### src/rtl/control_sequencer.sv
// Hardwired control unit for the single-bus CPU datapath: fetches an instruction
// and runs register-register ALU instructions as a fixed T-state sequence.
module control_sequencer #(
    parameter int RESET_PC_UNUSED = 0,
    parameter int MEM_WAIT_MAX    = 15
) (
    input  logic        clk,
    input  logic        reset,
    input  logic        run,
    input  logic [31:0] ir,
    input  logic        mem_ready,
    output logic [15:0] reg_select,
    output logic [15:0] reg_in,
    output logic        pc_out,
    output logic        pc_in,
    output logic        mar_in,
    output logic        mdr_in,
    output logic        md_read,
    output logic        mdr_out,
    output logic        ir_in,
    output logic        ry_in,
    output logic        rz_in,
    output logic        zlow_out,
    output logic        zhigh_out,
    output logic        hi_in,
    output logic        lo_in,
    output logic [3:0]  alu_control,
    output logic        done,
    output logic        fault
);
    localparam int CW = $clog2(MEM_WAIT_MAX + 1);

    typedef enum logic [3:0] {
        S_IDLE, S_T0, S_T1, S_T2, S_T3, S_T4, S_T5, S_T6, S_DONE, S_FAULT
    } state_t;

    state_t        state;
    logic [CW-1:0] wait_cnt;
    logic [CW-1:0] wait_nxt;
    logic [4:0]    opcode;
    logic [3:0]    ra;
    logic [3:0]    rb;
    logic [3:0]    rc;
    logic [3:0]    alu_op;
    logic          legal;
    logic          mul_div;
    logic          unused_ok;

    assign opcode    = ir[31:27];
    assign ra        = ir[26:23];
    assign rb        = ir[22:19];
    assign rc        = ir[18:15];
    assign wait_nxt  = wait_cnt + CW'(1);
    assign mul_div   = (opcode == 5'b01111) || (opcode == 5'b10000);
    assign unused_ok = &{1'b0, ir[14:0], (RESET_PC_UNUSED != 0)};

    // NOTE: every signal written in always_comb gets a default first, so no path infers a latch.
    always_comb begin
        alu_op = 4'b0000;
        legal  = 1'b1;
        case (opcode)
            5'b00011: alu_op = 4'b0000;
            5'b00100: alu_op = 4'b0001;
            5'b01001: alu_op = 4'b0010;
            5'b01010: alu_op = 4'b0011;
            5'b00101: alu_op = 4'b0100;
            5'b00110: alu_op = 4'b0101;
            5'b01111: alu_op = 4'b0110;
            5'b10000: alu_op = 4'b0111;
            default:  legal  = 1'b0;
        endcase
    end

    // NOTE: sequential state uses non-blocking assignments so all registers sample pre-edge values.
    always_ff @(posedge clk or negedge reset) begin
        if (!reset) begin
            state    <= S_IDLE;
            wait_cnt <= '0;
        end else begin
            case (state)
                S_IDLE:  if (run) state <= S_T0;
                S_T0: begin
                    wait_cnt <= '0;
                    state    <= S_T1;
                end
                S_T1: begin
                    if (mem_ready) begin
                        state <= S_T2;
                    end else begin
                        wait_cnt <= wait_nxt;
                        if (wait_nxt == CW'(MEM_WAIT_MAX)) state <= S_FAULT;
                    end
                end
                S_T2:    state <= S_T3;
                S_T3:    state <= legal ? S_T4 : S_FAULT;
                S_T4:    state <= S_T5;
                S_T5:    state <= mul_div ? S_T6 : S_DONE;
                S_T6:    state <= S_DONE;
                S_DONE:  state <= run ? S_T0 : S_IDLE;
                S_FAULT: state <= S_FAULT;
                default: state <= S_IDLE;
            endcase
        end
    end

    // Strobes are a pure decode of the registered state, so reset clears them at once.
    always_comb begin
        reg_select  = '0;
        reg_in      = '0;
        pc_out      = 1'b0;
        pc_in       = 1'b0;
        mar_in      = 1'b0;
        mdr_in      = 1'b0;
        md_read     = 1'b0;
        mdr_out     = 1'b0;
        ir_in       = 1'b0;
        ry_in       = 1'b0;
        rz_in       = 1'b0;
        zlow_out    = 1'b0;
        zhigh_out   = 1'b0;
        hi_in       = 1'b0;
        lo_in       = 1'b0;
        alu_control = 4'b0000;
        done        = 1'b0;
        fault       = 1'b0;
        case (state)
            S_T0: begin
                pc_out      = 1'b1;
                mar_in      = 1'b1;
                rz_in       = 1'b1;
                alu_control = 4'b1111;
            end
            S_T1: begin
                zlow_out = 1'b1;
                md_read  = 1'b1;
                mdr_in   = 1'b1;
                pc_in    = (wait_cnt == '0);
            end
            S_T2: begin
                mdr_out = 1'b1;
                ir_in   = 1'b1;
            end
            S_T3: begin
                reg_select = 16'h0001 << rb;
                ry_in      = 1'b1;
            end
            S_T4: begin
                reg_select  = 16'h0001 << rc;
                alu_control = alu_op;
                rz_in       = 1'b1;
            end
            S_T5: begin
                zlow_out = 1'b1;
                if (mul_div) lo_in  = 1'b1;
                else         reg_in = 16'h0001 << ra;
            end
            S_T6: begin
                zhigh_out = 1'b1;
                hi_in     = 1'b1;
            end
            S_DONE:  done  = 1'b1;
            S_FAULT: fault = 1'b1;
            default: ;
        endcase
    end
endmodule

### config.mk
export PLATFORM = sky130hd
export DESIGN_NAME = control_sequencer
export DESIGN_NICKNAME = d
export VERILOG_FILES = /design/src/rtl/control_sequencer.sv
export SDC_FILE = /design/constraint.sdc
export NUM_CORES = 1
export LEC_CHECK = 0
export ABC_AREA = 1
export ABC_CLOCK_PERIOD_IN_PS = 2900
export CAP_MARGIN = 20
export CORE_MARGIN = 10
export CORE_UTILIZATION = 36
export DETAILED_ROUTE_END_ITERATION = 16
export MAX_ROUTING_LAYER = met4
export PLACE_DENSITY = 0.85
export SETUP_SLACK_MARGIN = 0.02
export SLEW_MARGIN = 40
export SYNTH_ARGS = -nofsm -noshare
export SYNTH_HDL_FRONTEND = slang
export SYNTH_SLANG_ARGS = --single-unit
export TNS_END_PERCENT = 10
### constraint.sdc
create_clock -name clk -period 2.9 [get_ports clk]
set_input_delay 0.87 -clock clk [delete_from_list [all_inputs] [get_ports clk]]
set_output_delay 0.87 -clock clk [all_outputs]
set_load 0.005 [all_outputs]
==> summary.txt, run 1 <==
Run status
  • Status: finished, violations left
  • Failing checks: setup timing

Layout
  • Final nets: 325
  • Share of cells above drive strength 1: 36.62%
  • Fin util: 63.38%
  • Commonest non-fill, non-tap cell in the layout: nor2_1
  • Most frequent cells in the layout: nor2_1 (41), nand2_1 (29), buf_2 (29)
  • Non-filler cells, final: 317
  • Filler cells: 301
  • # diodes: 0
  • Area grow syn2layout: 70.52%

Global route
  • First-pass GRT wire length: 6.486 mm
  • Largest net degree at the start of global routing: 12
  • Overflow after GRT: 0
  • Antenna violations before repair: 0
  • GR Util All Layers: 14.79%
  • Number of global-route vias before repair: 1,443

Critical path
  • R2R Setup Slk: 1.27 ns
  • R2R depth: 6
  • Worst endpoint required time: 2.03 ns
  • Critical Path Sink Type: output pin
  • Worst reg2reg startpoint: state[3]
  • Critical Path AT: 2.03 ns
  • Startpoint Class: input port
  • CP max FO: 8
  • Worst reg2reg endpoint: wait_cnt[1]
  • Kind of critical path: in2out

Clock tree
  • Clk slew on worst S/H paths: 0.05 ns
  • CTS Sinks: 8
  • TritonCTS clock tree: built
  • Maximum root-to-sink buffer count: 2
  • Worst-Skew Late Latency: 0.25 ns
  • CTS buffer count: 3
  • Hold-fix buffers, CTS: 0
  • H-tree level count: 1
  • Clk Tree Root Cell: clkbuf_4

Synthesis
  • Warnings, synthesis: 0
  • Synth Area in Compound Gates: 13.23%
  • Adder-cell share of the synthesized area: 3.363%
  • Seq/Total Area, Yosys: 17.94%
  • Multiplexer share of the synthesized area: 0%
  • XOR/XNOR share of the synthesized area: 1.570%
  • Post-Synth Simple-Gate Area: 47.31%
  • Main combinational cell family by area after synthesis: simple AND/OR/NAND/NOR gates
  • Synth Register Bits: 8
  • Average cell area after synthesis: 5.553 um2
  • Yosys cell types: 26
  • Cell Area, Synth: 1116 um2
  • Syn Nets: 240
  • Gate Count Post-Synth: 201

Routing
  • Drt drc: 0
  • Via count: 1,556
  • Final WL: 4.227 mm
  • Starting DRT DRC Count: 61
  • Wire per inst: 13.33 um
  • ANT nets after route: 0
  • Drt first pass iters: 4
  • Via density: 4.909

Floorplanning
  • Die height: 75.68 um
  • Core Area: 3003 um2
  • Num rows: 20
  • Die footprint: 5727 um2
  • IO Count: 87
  • Initial Utilization: 37.17%
  • Die X: 75.68 um

Placed design
  • PortBufs: 71
  • GP Congestion: 0.9565
  • Cells after DPL: 311
  • Post-DP HPWL: 3.525 mm

Timing
  • Setup violators final: 1
  • Fin Clk Skew: 0.002424 ns
  • Setup ws final: -0.004786 ns
  • Setup TNS: -0.004786 ns
  • Period utilization: 100.2%
  • Slew @ Worst Pin: 0.3800 ns
  • Max Slew Vio Count: 0
  • Slew HR: 74.59%
  • Crit path time final: 2.905 ns
  • Unrepaired setup endpoints after global routing: true
  • F_max: 344.3 MHz
  • Fin. Hold Viols: 0

Min path
  • Worst min path class: reg2reg
  • Hold path startpoint: wait_cnt[3]
  • Worst Hold Depth: 2
  • Hold Crit Endpoint: wait_cnt[3]

Power and ir drop
  • Pwr Density: 522.5 nW/um2
  • Leak: 0.001023 uW
  • Peak VDD IR: 0.3411 mV

Run
  • Max_cap viols: 0
-- cells in the mapped netlist, drive strengths merged --
library cell   n  share of area, %
nand2         40                14
a31oi          1              0.56
dfrtp          8                18
buf            7               4.8
xnor2          1              0.78
nand4          3               1.7
nor3           3               1.3
a21oi          7               3.1
inv           35                12
nor2          58                22
xor2           1              0.78
ha             3               3.4
nand3         19               8.5
o21ai         12               7.7
o21bai         1              0.67
or2            1              0.56
o211ai         1               1.1
-- worst max path at each step --
stage,startpoint,endpoint,slack [ns],cells after the start
finish,ir[29],reg_in[2],-0.005,7
CTS,ir[19],reg_select[0],-0.04,9
global route,ir[29],reg_in[4],-0.05,7
floorplan,ir[27],reg_in[0],0.44,7
global placement,ir[28],reg_in[2],-0.61,7
detailed placement,ir[28],reg_in[4],-0.65,7
-- what timing repair did --
item / CTS / global route
endpoints found under the setup margin: 36 / 33
resized for setup: 143 / 49
setup buffers: 2 / 2
pin swaps: 9 / 22
-- final cells by class --
| cell class | instances | area (um2) | area share [%] |
|---|---|---|---|
| multi-input cells | 151 | 838.3 | 44.05 |
| repair buffers | 87 | 669.4 | 35.17 |
| flip-flops and latches | 8 | 200.2 | 10.52 |
| inverters | 35 | 131.4 | 6.903 |
| well taps | 33 | 41.29 | 2.170 |
| clock buffers | 3 | 22.52 | 1.183 |
-- stage by stage --
step	power [uW]	setup slack, ns	hold WS (ns)	cell area, um2
finish	994.4	-0.004786	0.5718	1903
global route	1098	-0.05207	0.6352	1903
global placement	887.1	-0.6146	0.5479	1912
floorplan	583.9	0.4397	0.5260	1116
detailed placement	901.5	-0.6548	0.5650	1912
CTS	975.7	-0.03963	0.5719	1924
-- where the power goes --
group,internal (uW),switching (uW),leakage (uW)
clock,47.0,33.0,0.0000138
sequential,149,41.5,0.000106
combinational,323,401,0.000903
total,519,475,0.00102
-- flip-flops by register name (all words and copies together), names as in the netlist --
signal and cells:
state 4, wait_cnt 4
-- metal layers --
| layer | global-route usage (%) | vias to the layer above | wire length (um) |
|---|---|---|---|
| met2 | 26.44 | 69 | 2177 |
| met3 | 4.297 | 4 | 401 |
| met1 | 15.83 | 694 | 1616 |
| li1 | - | 789 | - |
| met5 | - | - | 0 |
| met4 | 3.093 | 0 | 33 |
-- critical path, stage by stage --
cell,delay [ns]
dlygate4sd2_1,0.25
buf_4,0.15
nand3_4,0.10
nand3_2,0.08
or2_4,0.27
nor2_1,0.10
clkdlybuf4s15_2,0.21
-- logic make-up (layout without fill, tap and decap cells) --
logic type	Yosys count	count (layout)
adders and majority gates	3	3
buffers and inverters	42	125
xor gates and xnor gates	2	2
AOI/OAI and AO/OA	22	22
DFF	8	8
and+or+nand+nor	124	124
Note: power is estimated with default switching activity, not from simulation.
==> run 2: changes to the inputs <==
- CORE_MARGIN: 10 -> 3
- SLEW_MARGIN: 40 -> 0
==> run 2 against run 1 <==
  * The flow now finishes without violations
  * Clock power is 6.5% higher
  * Register-to-register slack better by 0.02 ns
  * Clock skew hardly changed
  * Hold slack better by 0.015 ns
  * Routed wire length is 4.0% lower
  * Die area is 34% lower
  * Utilization is 9.2 points higher
  * Setup slack better by 0.048 ns
  * Non-clock buffer count is 11 higher
  * Total power is 7.5% higher
==> summary.txt, run 2 (synthesized netlist as in run 1, its figures left out) <==
Floorplanning
  • Num rows: 19 (-5.0%)
  • Initial Utilization: 39.12% (+2.0 points)
  • Die height: 61.68 um (-18%)
  • IO Count: 87 (unchanged)
  • Die footprint: 3804 um2 (-34%)
  • Die X: 61.68 um (-18%)
  • Core Area: 2853 um2 (-5.0%)

Power and ir drop
  • Pwr Density: 516.4 nW/um2 (-1.2%)
  • Peak VDD IR: 0.3776 mV (+11%)
  • Leak: 0.001105 uW (+8.0%)

Routing
  • ANT nets after route: 0 (unchanged)
  • Drt first pass iters: 4 (unchanged)
  • WL met1: 1.566 mm (-3.1%)
  • Wire per inst: 12.44 um (-6.7%)
  • Drt drc: 0 (unchanged)
  • Final WL: 4.056 mm (-4.0%)
  • Via count: 1,587 (+2.0%)
  • Starting DRT DRC Count: 44 (-28%)
  • WL met3: 207 um (-48%)
  • Via density: 4.868 (-0.82%)
  • Met2 Wirelength: 2.222 mm (+2.1%)
  • DR top layer: met4

Critical path
  • Startpoint Class: input port
  • Worst reg2reg startpoint: state[3]
  • Worst endpoint required time: 2.03 ns (about the same)
  • Critical Path Sink Type: output pin
  • Critical Path AT: 1.99 ns (-0.04 ns)
  • CP startpoint: ir[21]
  • CP max FO: 4 (-4)
  • Kind of critical path: in2out

Placed design
  • GP Congestion: 0.8959 (-6.3%)
  • Post-DP HPWL: 3.028 mm (-14%)
  • Post-place setup slack: -0.6756 ns (-0.02088 ns)
  • PortBufs: 71 (unchanged)
  • Placed cell areas: 1924 um2 (+0.65%)

Layout
  • Commonest non-fill, non-tap cell in the layout: nor2_1
  • Share of cells above drive strength 1: 38.64% (+2.0 points)
  • Final nets: 336 (+3.4%)
  • Biggest regs: state (4), wait_cnt (4)
  • Area grow syn2layout: 85.54%
  • # diodes: 0 (unchanged)
  • Design area: 2071 um2 (+8.8%)
  • Most frequent cells in the layout: nor2_1 (39), inv_1 (25), nand2_1 (25)

Clock tree
  • CTS Sinks: 8 (unchanged)
  • CTS buffer count: 3 (unchanged)
  • Clk slew on worst S/H paths: 0.05 ns (about the same)
  • Worst-Skew Late Latency: 0.26 ns (about the same)
  • H-tree level count: 1 (unchanged)
  • Clk Tree Root Cell: clkbuf_4
  • TritonCTS clock tree: built
  • Maximum root-to-sink buffer count: 2 (unchanged)
  • Hold-fix buffers, CTS: 0 (unchanged)

Timing
  • Fin Clk Skew: 0.002391 ns (-0.00003303 ns)
  • Max Slew Vio Count: 0 (unchanged)
  • F_max: 350.0 MHz (+1.7%)
  • Slew HR: 76.73% (+2.1 points)
  • Crit path time final: 2.857 ns (-0.04764 ns)
  • Fin. Hold Viols: 0 (unchanged)
  • Slew @ Worst Pin: 0.3468 ns (-0.03325 ns)
  • Setup ws final: 0.04285 ns (+0.04764 ns)
  • Period utilization: 98.52% (-1.6 points)
  • Unrepaired setup endpoints after global routing: true
  • Setup violators final: 0 (-1)

Run
  • Max_cap viols: 0 (unchanged)

Global route
  • Largest net degree at the start of global routing: 12 (unchanged)
  • Overflow after GRT: 0 (unchanged)
  • First-pass GRT wire length: 5.885 mm (-9.3%)
  • Antenna violations before repair: 0 (unchanged)
  • GR Util All Layers: 21.26% (+6.5 points)
  • Number of global-route vias before repair: 1,401 (-2.9%)

Run status
  • Status: complete, no violations

Min path
  • Hold path startpoint: wait_cnt[3]
  • Worst min path class: reg2reg
==> run 2: through the flow <==
stage / hold slack, ns / setup TNS (ns) / util, % / power, uW / instances
after floorplan: 0.5260 / 0 / - / 583.9 / 201
after global placement: 0.5841 / -15.77 / 67.46 / 913.5 / 311
after detailed placement: 0.5825 / -16.46 / 67.46 / 924.0 / 311
after CTS: 0.5938 / -0.5556 / 69.34 / 1016 / 320
after global routing: 0.6160 / -0.05341 / 72.59 / 1170 / 326
final: 0.5870 / 0 / 72.59 / 1069 / 326
==> run 2: critical path, stage by stage <==
cell and delay, ns:
clkdlybuf4s50_1 0.45, inv_1 0.04, nand2_2 0.08, o21ai_4 0.08
inv_2 0.11, nand2_2 0.07, nor2_1 0.08, clkdlybuf4s15_2 0.21
==> run 2: final timing paths <==
kind	end	slack, ns	cells past startpoint
setup / recovery	reg_select[7]	0.04	8
hold / removal	wait_cnt[3]	0.59	2
setup reg to reg	state[3]	1.29	9
hold reg to reg	wait_cnt[3]	0.59	2
max in group asynchronous	state[2]	1.76	1
min in group asynchronous	state[3]	0.88	1
==> run 2: repair_timing <==
| action | in CTS | in global routing |
|---|---|---|
| buffers inserted | 6 | 6 |
| pin swaps | 6 | 18 |
| resized for setup | 129 | 66 |
| setup endpoints to repair | 36 | 38 |
==> run 2: cell type report <==
cell class | instances | area (um2)
timing repair buffer | 98 | 815.8
multi-input combinational | 151 | 860.8
tap | 31 | 38.79
sequential | 8 | 201.4
clock buffer | 3 | 22.52
fill | 236 | 782.0
inverter | 35 | 131.4
==> run 2: report_power, final <==
| group | switching (uW) | internal (uW) |
|---|---|---|
| combinational | 422 | 369 |
| clock | 37.9 | 47.3 |
| sequential | 42.9 | 150 |
==> run 2: per-layer routing <==
metal	GRT usage, %	vias up
li1	-	811
met1	24.12	714
met2	37.22	55
met3	1.887	7
met4	10.00	0
met5	-	-
